**src/rtl/hazard_pkg.sv**
```systemverilog
// Shared types and constants for the pipeline hazard controller.
package hazard_pkg;

   typedef enum logic [1:0] {
      HZ_RUN,
      HZ_MD_WAIT,
      HZ_HALT
   } hazard_state_t;

   // $zero is hardwired, so a load targeting it never creates a real dependency.
   localparam logic [4:0] REG_ZERO = 5'd0;

   // True when an operand is actually read and names the given destination.
   function automatic logic reg_match(input logic       use_f,
                                      input logic [4:0] src,
                                      input logic [4:0] dst);
      return use_f && (src == dst);
   endfunction

endpackage

```
**src/rtl/sat_counter.sv**
```systemverilog
// Enable-increment counter that sticks at all-ones instead of wrapping.
module sat_counter #(
   parameter int unsigned W = 32
) (
   input  logic         clk_i,
   input  logic         rst_i,
   input  logic         inc_i,
   output logic [W-1:0] count_o
);

   logic [W-1:0] count_d, count_q;

   // Next count: hold at all-ones once reached.
   always_comb begin
      count_d = count_q;
      if (inc_i && (count_q != '1)) begin
         count_d = count_q + W'(1);
      end
   end

   // Count register, cleared by the asynchronous reset.
   always_ff @(posedge clk_i or posedge rst_i) begin
      if (rst_i) begin
         count_q <= '0;
      end else begin
         count_q <= count_d;
      end
   end

   assign count_o = count_q;

endmodule

```
**src/rtl/hazard_ctrl.sv**
```systemverilog
// Hazard controller: resolves load-use, mult/div wait, branch flush and syscall halt
// by gating the PC / IF-ID / ID-EX enables and bubbling the pipeline registers.
module hazard_ctrl
   import hazard_pkg::*;
#(
   parameter int unsigned CNT_W         = 32,
   parameter int unsigned MD_MAX_CYCLES = 64
) (
   input  logic             clk,
   input  logic             rst,
   input  logic [4:0]       rs_num_id,
   input  logic [4:0]       rt_num_id,
   input  logic             use_rs_id,
   input  logic             use_rt_id,
   input  logic             MemRead_id_ex,
   input  logic [4:0]       regfile_write_num_id_ex,
   input  logic             branch_taken_ex,
   input  logic             muldiv_start_ex,
   input  logic             muldiv_done,
   input  logic             syscall_halt_wb,
   input  logic             resume,
   output logic             pc_en,
   output logic             if_id_en,
   output logic             id_ex_en,
   output logic             if_id_flush,
   output logic             id_ex_flush,
   output logic             halted,
   output logic             md_timeout,
   output logic [CNT_W-1:0] load_stall_count,
   output logic [CNT_W-1:0] flush_count
);

   localparam int unsigned       TMR_W    = (MD_MAX_CYCLES > 1) ? $clog2(MD_MAX_CYCLES) : 1;
   localparam logic [TMR_W-1:0]  TMR_LAST = TMR_W'(MD_MAX_CYCLES - 1);

   hazard_state_t    state_d, state_q;
   logic [TMR_W-1:0] timer_d, timer_q;
   logic             md_timeout_d, md_timeout_q;
   logic             load_use;
   logic             load_stall_inc;
   logic             flush_inc;

   assign load_use = MemRead_id_ex && (regfile_write_num_id_ex != REG_ZERO) &&
                     (reg_match(use_rs_id, rs_num_id, regfile_write_num_id_ex) ||
                      reg_match(use_rt_id, rt_num_id, regfile_write_num_id_ex));

   // Next state and pipeline controls; events are tested in priority order.
   always_comb begin
      state_d        = state_q;
      timer_d        = timer_q;
      md_timeout_d   = md_timeout_q;
      pc_en          = 1'b1;
      if_id_en       = 1'b1;
      id_ex_en       = 1'b1;
      if_id_flush    = 1'b0;
      id_ex_flush    = 1'b0;
      load_stall_inc = 1'b0;
      flush_inc      = 1'b0;

      unique case (state_q)
         HZ_HALT: begin
            // Frozen; the resume cycle itself still holds everything.
            pc_en    = 1'b0;
            if_id_en = 1'b0;
            id_ex_en = 1'b0;
            if (resume) begin
               state_d = HZ_RUN;
            end
         end

         HZ_MD_WAIT: begin
            if (syscall_halt_wb) begin
               pc_en    = 1'b0;
               if_id_en = 1'b0;
               id_ex_en = 1'b0;
               state_d  = HZ_HALT;
            end else if (muldiv_done) begin
               state_d = HZ_RUN;
            end else begin
               pc_en    = 1'b0;
               if_id_en = 1'b0;
               id_ex_en = 1'b0;
               timer_d  = timer_q + TMR_W'(1);
               if (timer_q == TMR_LAST) begin
                  // Give up on the unit rather than hang the core.
                  md_timeout_d = 1'b1;
                  state_d      = HZ_RUN;
               end
            end
         end

         HZ_RUN: begin
            if (syscall_halt_wb) begin
               pc_en    = 1'b0;
               if_id_en = 1'b0;
               id_ex_en = 1'b0;
               state_d  = HZ_HALT;
            end else if (muldiv_start_ex && !muldiv_done) begin
               pc_en    = 1'b0;
               if_id_en = 1'b0;
               id_ex_en = 1'b0;
               timer_d  = '0;
               state_d  = HZ_MD_WAIT;
            end else if (branch_taken_ex) begin
               // Squashing the ID instruction also removes any load-use hazard it had.
               if_id_flush = 1'b1;
               id_ex_flush = 1'b1;
               flush_inc   = 1'b1;
            end else if (load_use) begin
               // Hold PC and IF/ID one cycle, push a bubble into EX.
               pc_en          = 1'b0;
               if_id_en       = 1'b0;
               id_ex_flush    = 1'b1;
               load_stall_inc = 1'b1;
            end
         end

         default: begin
            state_d = HZ_RUN;
         end
      endcase
   end

   // State, mult/div timer and sticky timeout flag.
   always_ff @(posedge clk or posedge rst) begin
      if (rst) begin
         state_q      <= HZ_RUN;
         timer_q      <= '0;
         md_timeout_q <= 1'b0;
      end else begin
         state_q      <= state_d;
         timer_q      <= timer_d;
         md_timeout_q <= md_timeout_d;
      end
   end

   assign halted     = (state_q == HZ_HALT);
   assign md_timeout = md_timeout_q;

   sat_counter #(
      .W (CNT_W)
   ) u_stall_cnt (
      .clk_i   (clk),
      .rst_i   (rst),
      .inc_i   (load_stall_inc),
      .count_o (load_stall_count)
   );

   sat_counter #(
      .W (CNT_W)
   ) u_flush_cnt (
      .clk_i   (clk),
      .rst_i   (rst),
      .inc_i   (flush_inc),
      .count_o (flush_count)
   );

endmodule

```
**config.mk**
```make
export PLATFORM = sky130hd
export DESIGN_NAME = hazard_ctrl
export DESIGN_NICKNAME = d
export VERILOG_FILES = /design/src/rtl/hazard_pkg.sv /design/src/rtl/sat_counter.sv /design/src/rtl/hazard_ctrl.sv
export SDC_FILE = /design/constraint.sdc
export NUM_CORES = 1
export LEC_CHECK = 0
export ABC_AREA = 1
export CORE_MARGIN = 2
export CORE_UTILIZATION = 54
export DETAILED_ROUTE_END_ITERATION = 8
export MAX_ROUTING_LAYER = met4
export PLACE_DENSITY = 0.82
export SLEW_MARGIN = 10
export SYNTH_ARGS = -nofsm -noshare
export SYNTH_HDL_FRONTEND = slang
export SYNTH_SLANG_ARGS = --single-unit
```
**constraint.sdc**
```tcl
create_clock -name clk -period 2.89 [get_ports clk]
set_clock_uncertainty 0.1 [all_clocks]
set_input_delay 0.578 -clock clk [delete_from_list [all_inputs] [get_ports clk]]
set_output_delay 0.578 -clock clk [all_outputs]
set_load 0.1 [all_outputs]
```
# Yosys cells after proc, flatten, opt, wreduce, memory -nomap -nowiden
# Index checks and enable logic that the tools add are counted.
# word_totals
regBits,73
# classes
add_sub_neg,3
n_eq_ne,14
mux,35
n_bitwise,2
n_reduce_logical,15
# op_table
cell,count
32-bit by 1-bit adder with 32-bit output (second input constant),2
32-bit != test (second input constant),2
6-bit 2-to-1 mux,4
1-bit 2-to-1 mux,21
2-bit 2-to-1 mux,6
6-bit one-hot mux with 2 select lines,1
5-bit equality test,2
2-bit != test (second input constant),5
1-bit logical AND,7
6-bit by 1-bit adder with 6-bit output (second input constant),1
6-bit equality test (second input constant),1
1-bit one-hot mux with 3 select lines,2
2-bit one-hot mux with 3 select lines,1
5-bit AND reduction,1
5-bit nonzero test,1
4-bit != test (second input constant),1
4-bit AND reduction,1
3-bit != test (second input constant),1
3-bit AND reduction,1
2-bit by 1-bit equality test with 1-bit output (second input constant),1
2-bit equality test (second input constant),1
2-bit zero test,1
1-bit inverter,2
2-bit nonzero test,1
other kinds (2),2

# Logic depth before layout (Yosys ltp)
# Gate-level depths: netlist of run 1.
# depth
depth_word,10
ltp_mapped,11
ltp_nobuf,11

# Modules after synthesis
# A second synthesis of run 1 with hierarchy kept.
# hier_totals
cells_unflattened,843
area_unflattened_um2,5340.1
# by_module_without_submodules
module,instances,cells_per_inst,area_each_um2
sat_counter at u_stall_cnt,1,352,2287.2
sat_counter at u_flush_cnt,1,361,2257.2
hazard_ctrl,1,130,795.8

# Worst setup path after synthesis of run 1
# No wires, ideal clock.
# synth_timing
kind,input -> output
start,input muldiv_start_ex
end,output id_ex_flush
arrival_ns,2.948
required_ns,2.212
slack_ns,-0.736
stages,5
path_cell_list,inv_1 -> nor2_1 -> nor2_1 -> nand2_1 -> o21ai_0
# synth_between
elab_chain_len,4
# synth_lines
element,line,text
"start, declared",hazard_ctrl.sv:18,"input logic muldiv_start_ex,"
1-bit logical AND,hazard_ctrl.sv:98,end else if (muldiv_start_ex && !muldiv_done) begin
1-bit 2-to-1 mux,hazard_ctrl.sv:98,
1-bit 2-to-1 mux,hazard_ctrl.sv:93,if (syscall_halt_wb) begin
1-bit 2-to-1 mux,hazard_ctrl.sv:60,unique case (state_q)
"end, declared",hazard_ctrl.sv:26,"output logic id_ex_flush,"
# No other way between the ends.

# Worst setup path in the final report of run 1
# layout_timing
start,input regfile_write_num_id_ex[4]
end,output pc_en
# layout_between
elab_chain_len,9
elab_cells_between_ends,13
cone_classes,eq/ne: 2; mux: 5; reduce/logical: 6
# layout_lines
element,line,text
"start, declared",hazard_ctrl.sv:16,"input logic [4:0] regfile_write_num_id_ex,"
5-bit equality test,hazard_pkg.sv:17,return use_f && (src == dst);
1-bit logical AND,hazard_pkg.sv:17,
1-bit logical OR,hazard_ctrl.sv:44,"(reg_match(use_rs_id, rs_num_id, regfile_write_num_id_ex) ||"
1-bit logical AND (*),hazard_ctrl.sv:43,assign load_use = MemRead_id_ex && (regfile_write_num_id_ex != REG_ZERO) &&
1-bit 2-to-1 mux (*),hazard_ctrl.sv:109,end else if (load_use) begin
1-bit 2-to-1 mux (*),hazard_ctrl.sv:104,end else if (branch_taken_ex) begin
1-bit 2-to-1 mux (*),hazard_ctrl.sv:98,
1-bit 2-to-1 mux (*),hazard_ctrl.sv:93,
1-bit one-hot mux with 3 select lines (*),hazard_ctrl.sv:60,
"end, declared",hazard_ctrl.sv:22,"output logic pc_en,"
# Every way passes the cells marked *; elsewhere a longest branch is shown, timed or not.

==> results.sh, run 1 <==
export IMPL_layout_min_cycle_time_ns=2.78
export IMPL_setup_viol=0
export IMPL_drt_iter0_markers=337
export IMPL_yosys_warnings=0
export IMPL_die_width_um=103
export IMPL_rsz0062_at_grt="false"
export IMPL_power_leakage_nw=3.23
export IMPL_clk_latency_ns=0.37
export IMPL_reg2regPathDepth=8
export IMPL_min_path_type="reg -> reg"
export IMPL_cts_tree="done"
export IMPL_ys_flop_type="dfrtp_1"
export IMPL_gp_congestion=0.937
export IMPL_yosysTopAreaCellShare=0.346
export IMPL_finalSetupTns_ns=0
export IMPL_antenna_found_initial=0
export IMPL_worstHoldPathCells=1
export IMPL_crit_path_max_incr_delay_ns=0.51
export IMPL_avgSynthCellArea_sq_um=7.02
export IMPL_die_height_um=103
export IMPL_first_global_vias=4976
export IMPL_yosysMostFrequentCell="nand2_1"
export IMPL_synth_cell_type_count=35
export IMPL_synth_area_sq_um=5270
export IMPL_postLayoutCellArea_sq_um=6490
export IMPL_cts_root_buf="clkbuf_8"
export IMPL_synth_edff_count=0
export IMPL_final_layout_size_suffix_gt1_frac=0.185
export IMPL_worst_slew_pin_slew_ns=0.728
export IMPL_maxCapViolCount=0
export IMPL_cts_setup_buffers=0
export IMPL_first_pass_iters=5
export IMPL_synth_async_sr_flop_share=1.00
export IMPL_cts_max_level=3
export IMPL_synthesis_nets=779
export IMPL_layout_worst_path_cycle_share=0.963
export IMPL_num_antenna_cells=0
export IMPL_grt_overflow=0
export IMPL_place_hpwl_um=10600
export IMPL_wire_per_inst_um=14.1
export IMPL_cpMostUsedCell="nand2_1"
export IMPL_synth_seq_cells=73
export IMPL_clk_path_buf_depth=2
export IMPL_critical_path_startpoint_type="input port"
export IMPL_power_density_nw_per_um2=759
export IMPL_reg2reg_slack_ns=0.62
export IMPL_drt_total_wl_um=14000
export IMPL_dpl_cell_area_sq_um=6270
export IMPL_fmax_ghz=0.359
export IMPL_status="completed"
export IMPL_fin_nets=880
export IMPL_grt_max_degree=36
export IMPL_route_detailed_drc=0
export IMPL_cts_sinks=73
export IMPL_cp_end_kind="output pin"
export IMPL_worst_path_max_delay_cell="clkdlybuf4s50_1"
export IMPL_worstPathMaxFanout=3
export IMPL_grt_usage=0.286
export IMPL_vias=5238
export IMPL_synthTopCellsByCount="nand2_1 (258), nor2_1 (88), inv_1 (84)"
export IMPL_hold_viol_final=0
export IMPL_cts_hold_buf=0
export IMPL_r2r_end="u_stall_cnt.count_o[25]"
export IMPL_dieArea_sq_um=10600
export IMPL_cp_cell_sequence="clkdlybuf4s50_1 -> inv_2 -> nand2_1 -> nand2_1 -> nor2_1 -> nand3_1 -> nand2_1 -> nand3_1 -> o21ai_1 -> inv_2 -> buf_12"
export IMPL_clk_pin_slew_ns=0.07
export IMPL_p_total_w=0.00493
export IMPL_whs_endpoint="md_timeout"
export IMPL_rows=36
export IMPL_grt_pass1_wl_um=22900
export IMPL_synth_area_leaders="dfrtp_1 (35%), nand2_1 (18%), nor2_1 (6.3%), xor2_1 (6.1%), inv_1 (6.0%)"
export IMPL_vias_per_cell=5.30
export IMPL_path_class="in -> out"
export IMPL_slew_violations=0
export IMPL_cts_resized=0
export IMPL_core_area_sq_um=9640
export IMPL_syn_to_final_growth_pct=23.1
export IMPL_worstPathRequired_ns=2.21
export IMPL_syn_inst=751
export IMPL_ir_worst_vdd_v=0.00101
export IMPL_final_core_util=0.673
export IMPL_worstReg2RegStart="u_stall_cnt.count_o[0]"
export IMPL_ant_nets=0
export IMPL_pin_count=96
export IMPL_fillers=871
export IMPL_ys_seq_area_frac=0.346
export IMPL_numCtsBuffers=9
export IMPL_yosys_area_top_type="dfrtp_1"
export IMPL_port_buffer_count=95
export IMPL_hp_start="md_timeout"
export IMPL_hold_slack_ns=0.368
export IMPL_initial_utilization=0.547
export IMPL_slew_headroom=0.514
export IMPL_arrival_ns=2.11
## cell families after synthesis
family          share of synthesized area
buf+inv                            0.0890
flops                               0.346
compound gates                     0.0759
fa+ha+maj                         0.00712
xor+xnor                           0.0698
simple gates                        0.412
## per-stage QoR
step | instances | setup slack [ns]
global route | 989 | 0.0217
floorplan | 751 | 0.0207
global placement | 974 | 0.132
detailed placement | 974 | 0.0864
CTS | 989 | 0.0612
finish | 989 | 0.107
## layout by cell type, fill, tap and decap left out, types with 4 or more instances in the layout
master / instances
nand2_1: 258
nor2_1: 88
inv_1: 82
buf_4: 76
dfrtp_1: 73
xor2_1: 37
nand3_1: 31
o21bai_1: 31
nand3_2: 31
clkdlybuf4s50_1: 24
nor3_1: 22
o21ai_0: 18
nand4_1: 10
clkbuf_8: 9
nor2_2: 8
buf_12: 7
inv_2: 6
nor2_4: 5
xnor2_1: 5
o21ai_1: 4
## worst max-delay path by stage
| stage | start | endpoint | cells past startpoint |
|---|---|---|---|
| 2_1_floorplan | muldiv_start_ex | id_ex_flush | 5 |
| 3_3_place_gp | regfile_write_num_id_ex[4] | if_id_en | 11 |
| 3_5_place_dp | regfile_write_num_id_ex[3] | pc_en | 11 |
| 4_1_cts | regfile_write_num_id_ex[3] | pc_en | 11 |
| 5_1_grt | regfile_write_num_id_ex[1] | if_id_en | 11 |
| 6_report | regfile_write_num_id_ex[4] | pc_en | 11 |
## power by group
part	leakage [nW]	switching, W	internal [W]	total (W)
sequential	0.847	0.000231	0.00118	0.00142
clock	0.111	0.000386	0.000570	0.000956
combinational	2.28	0.00195	0.000607	0.00256
## flip-flops by register name, indices dropped and copies added, names as in the netlist
signal	cells
timer_q	6
md_timeout	1
state_q	2
u_stall_cnt.count_o	32
u_flush_cnt.count_o	32
## worst max-delay path, delay by kind of cell
kind / cells / cell delay, ns
compound gates: 1 / 0.17
buf+inv: 4 / 0.83
simple gates: 6 / 0.51
## cell type report
type                            count  area, sq um  area share
Inverter                           89          337      0.0519
Timing Repair Buffer              107          951       0.146
Clock inverter                      3         90.1      0.0139
Clock buffer                       12          135      0.0208
Multi-Input combinational cell    572         2990       0.460
Sequential cell                    73         1830       0.281
Tap cell                          133          166      0.0256
## metal layers
metal,up-vias,part of all wire,global-route usage
met4,0,0.032,0.124
met3,42,0.049,0.0461
met1,2468,0.43,0.351
met5,-,0,-
met2,162,0.49,0.468
li1,2566,-,-
No activity file was read; power rests on OpenSTA's default activity.
==> run 2, diff against run 1 <==
--- a/config.mk
+++ b/config.mk
@@ -8,9 +8,12 @@
 export ABC_AREA = 1
 export CORE_MARGIN = 2
 export CORE_UTILIZATION = 54
+export CTS_CLUSTER_SIZE = 25
 export DETAILED_ROUTE_END_ITERATION = 8
+export GPL_TIMING_DRIVEN = 0
 export MAX_ROUTING_LAYER = met4
 export PLACE_DENSITY = 0.82
+export SKIP_CTS_REPAIR_TIMING = 1
 export SLEW_MARGIN = 10
 export SYNTH_ARGS = -nofsm -noshare
 export SYNTH_HDL_FRONTEND = slang
==> results.sh, run 2 (synthesized netlist as in run 1, its figures left out) <==
export IMPL_drt_total_wl_um=14700
export IMPL_worstReg2RegStart="u_stall_cnt.count_o[0]"
export IMPL_antenna_found_initial=0
export IMPL_vias=5327
export IMPL_dp_cells=980
export IMPL_p_seq_frac=0.293
export IMPL_arrival_ns=2.23
export IMPL_place_hpwl_um=11400
export IMPL_pin_count=96
export IMPL_worst_slew_pin_slew_ns=1.02
export IMPL_core_area_sq_um=9640
export IMPL_reg2regPathDepth=10
export IMPL_dieArea_sq_um=10600
export IMPL_clk_path_buf_depth=2
export IMPL_worstPathRequired_ns=2.21
export IMPL_r2r_end="u_stall_cnt.count_o[0]"
export IMPL_pwr_share_clk=0.164
export IMPL_use_met1=0.366
export IMPL_wire_per_inst_um=14.8
export IMPL_cts_max_level=3
export IMPL_fmax_ghz=0.344
export IMPL_fin_nets=886
export IMPL_power_density_nw_per_um2=730
export IMPL_cp_end_kind="output pin"
export IMPL_crit_start="regfile_write_num_id_ex[4]"
export IMPL_busiest_layer="met2"
export IMPL_slew_violations=0
export IMPL_slew_headroom=0.321
export IMPL_status="complete, but fails checks"
export IMPL_grt_usage=0.300
export IMPL_critPathCapture="pc_en"
export IMPL_final_layout_size_suffix_gt1_frac=0.113
export IMPL_first_global_vias=5205
export IMPL_setup_viol=1
export IMPL_critical_path_startpoint_type="input port"
export IMPL_route_detailed_drc=0
export IMPL_finalNonFillerCells=994
export IMPL_cts_sinks=73
export IMPL_final_cell_mix="nand2_1 (258), clkdlybuf4s50_1 (90), nor2_1 (88)"
export IMPL_hold_slack_ns=0.367
export IMPL_worstPathMaxFanout=3
export IMPL_gp_congestion=0.971
export IMPL_p_comb_frac=0.543
export IMPL_drt_iter0_markers=265
export IMPL_violations="negative setup slack"
export IMPL_clk_pin_slew_ns=0.07
export IMPL_swShare=0.535
export IMPL_power_leakage_nw=3.18
export IMPL_reg2reg_slack_ns=0.73
export IMPL_die_height_um=103
export IMPL_hold_viol_final=0
export IMPL_numCtsBuffers=9
export IMPL_switchingPower_w=0.00258
export IMPL_layout_min_cycle_time_ns=2.91
export IMPL_min_path_type="reg -> reg"
export IMPL_layout_commonest_cell="nand2_1"
export IMPL_dpl_cell_area_sq_um=6420
export IMPL_syn_to_final_growth_pct=25.1
export IMPL_cts_tree="done"
export IMPL_path_class="in -> out"
export IMPL_port_buffer_count=95
export IMPL_grt_overflow=0
export IMPL_postLayoutCellArea_sq_um=6600
export IMPL_first_pass_iters=5
export IMPL_die_width_um=103
export IMPL_internal_power_w=0.00224
export IMPL_cts_root_buf="clkbuf_8"
export IMPL_setup_ws_ns=-0.0186
export IMPL_maxCapViolCount=0
export IMPL_clk_latency_ns=0.35
export IMPL_place_ws_ns=-0.828
export IMPL_groute_layer_met3_usage=0.0366
export IMPL_vias_per_cell=5.36
export IMPL_ant_nets=0
export IMPL_met2_usage=0.495
export IMPL_num_antenna_cells=0
export IMPL_grt_max_degree=48
export IMPL_layout_worst_path_cycle_share=1.01
export IMPL_ir_worst_vdd_v=0.000662
export IMPL_initial_utilization=0.547
export IMPL_grt_pass1_wl_um=24200
export IMPL_rows=36
export IMPL_rsz0062_at_grt="true"
[run 2: changes by cell type in the layout (fill, tap and decap cells not counted), sizes merged]
cell / before / now
clkdlybuf4s50: 24 / 90
bufinv: 3 / 1
clkbuf: 12 / 14
clkinv: 0 / 3
buf: 83 / 19
[run 2: worst min-delay path by stage]
| stage | cells past startpoint | slack (ns) | endpoint | start |
|---|---|---|---|---|
| finish | 1 | 0.37 | md_timeout | md_timeout |
| global placement | 1 | 0.35 | md_timeout | md_timeout |
| detailed placement | 1 | 0.35 | md_timeout | md_timeout |
| floorplan | 1 | 0.37 | state_q[1] | state_q[1] |
| global route | 1 | 0.39 | md_timeout | md_timeout |
| CTS | 1 | 0.37 | md_timeout | md_timeout |
[run 2: critical path, stage by stage]
cell,delay (ns)
clkdlybuf4s50_1,0.51
inv_2,0.06
nand2_1,0.06
nand2_1,0.06
nor2_1,0.13
nand3_1,0.08
nand2_1,0.10
nand3_1,0.12
o21ai_1,0.17
inv_2,0.06
buf_4,0.13
buf_6,0.17
[run 2: cell type report]
| class | instances | area, sq um |
|---|---|---|
| multi-input combinational | 572 | 2980 |
| clock buffer | 10 | 138 |
| fill | 853 | 3040 |
| clock inverter | 4 | 45.0 |
| buffer | 17 | 133 |
| inverter | 89 | 339 |
| sequential | 73 | 1830 |
| tap | 133 | 166 |
| timing repair buffer | 96 | 968 |
[run 2: metrics by stage]
step                 util  total power (W)  setup TNS, ns
global route        0.684          0.00507         -0.111
CTS                 0.685          0.00483          -3.57
global placement    0.663          0.00396         -68.47
detailed placement  0.666          0.00402          -3.53
floorplan               -          0.00337              0
finish              0.684          0.00482        -0.0186
[run 2: routing by layer]
metal	vias up	share of wire
met4	0	0.038
met2	212	0.49
met3	44	0.053
met1	2500	0.42
met5	-	0
li1	2571	-
[run 2: power groups by stage]
stage | Sequential, W | Combinational (W) | Clock, W
6_report | 0.00141 | 0.00261 | 0.000792
5_1_grt | 0.00144 | 0.00278 | 0.000850
4_1_cts | 0.00141 | 0.00261 | 0.000812
3_5_place_dp | 0.00143 | 0.00260 | 0
3_3_place_gp | 0.00142 | 0.00255 | 0
2_1_floorplan | 0.00241 | 0.000967 | 0
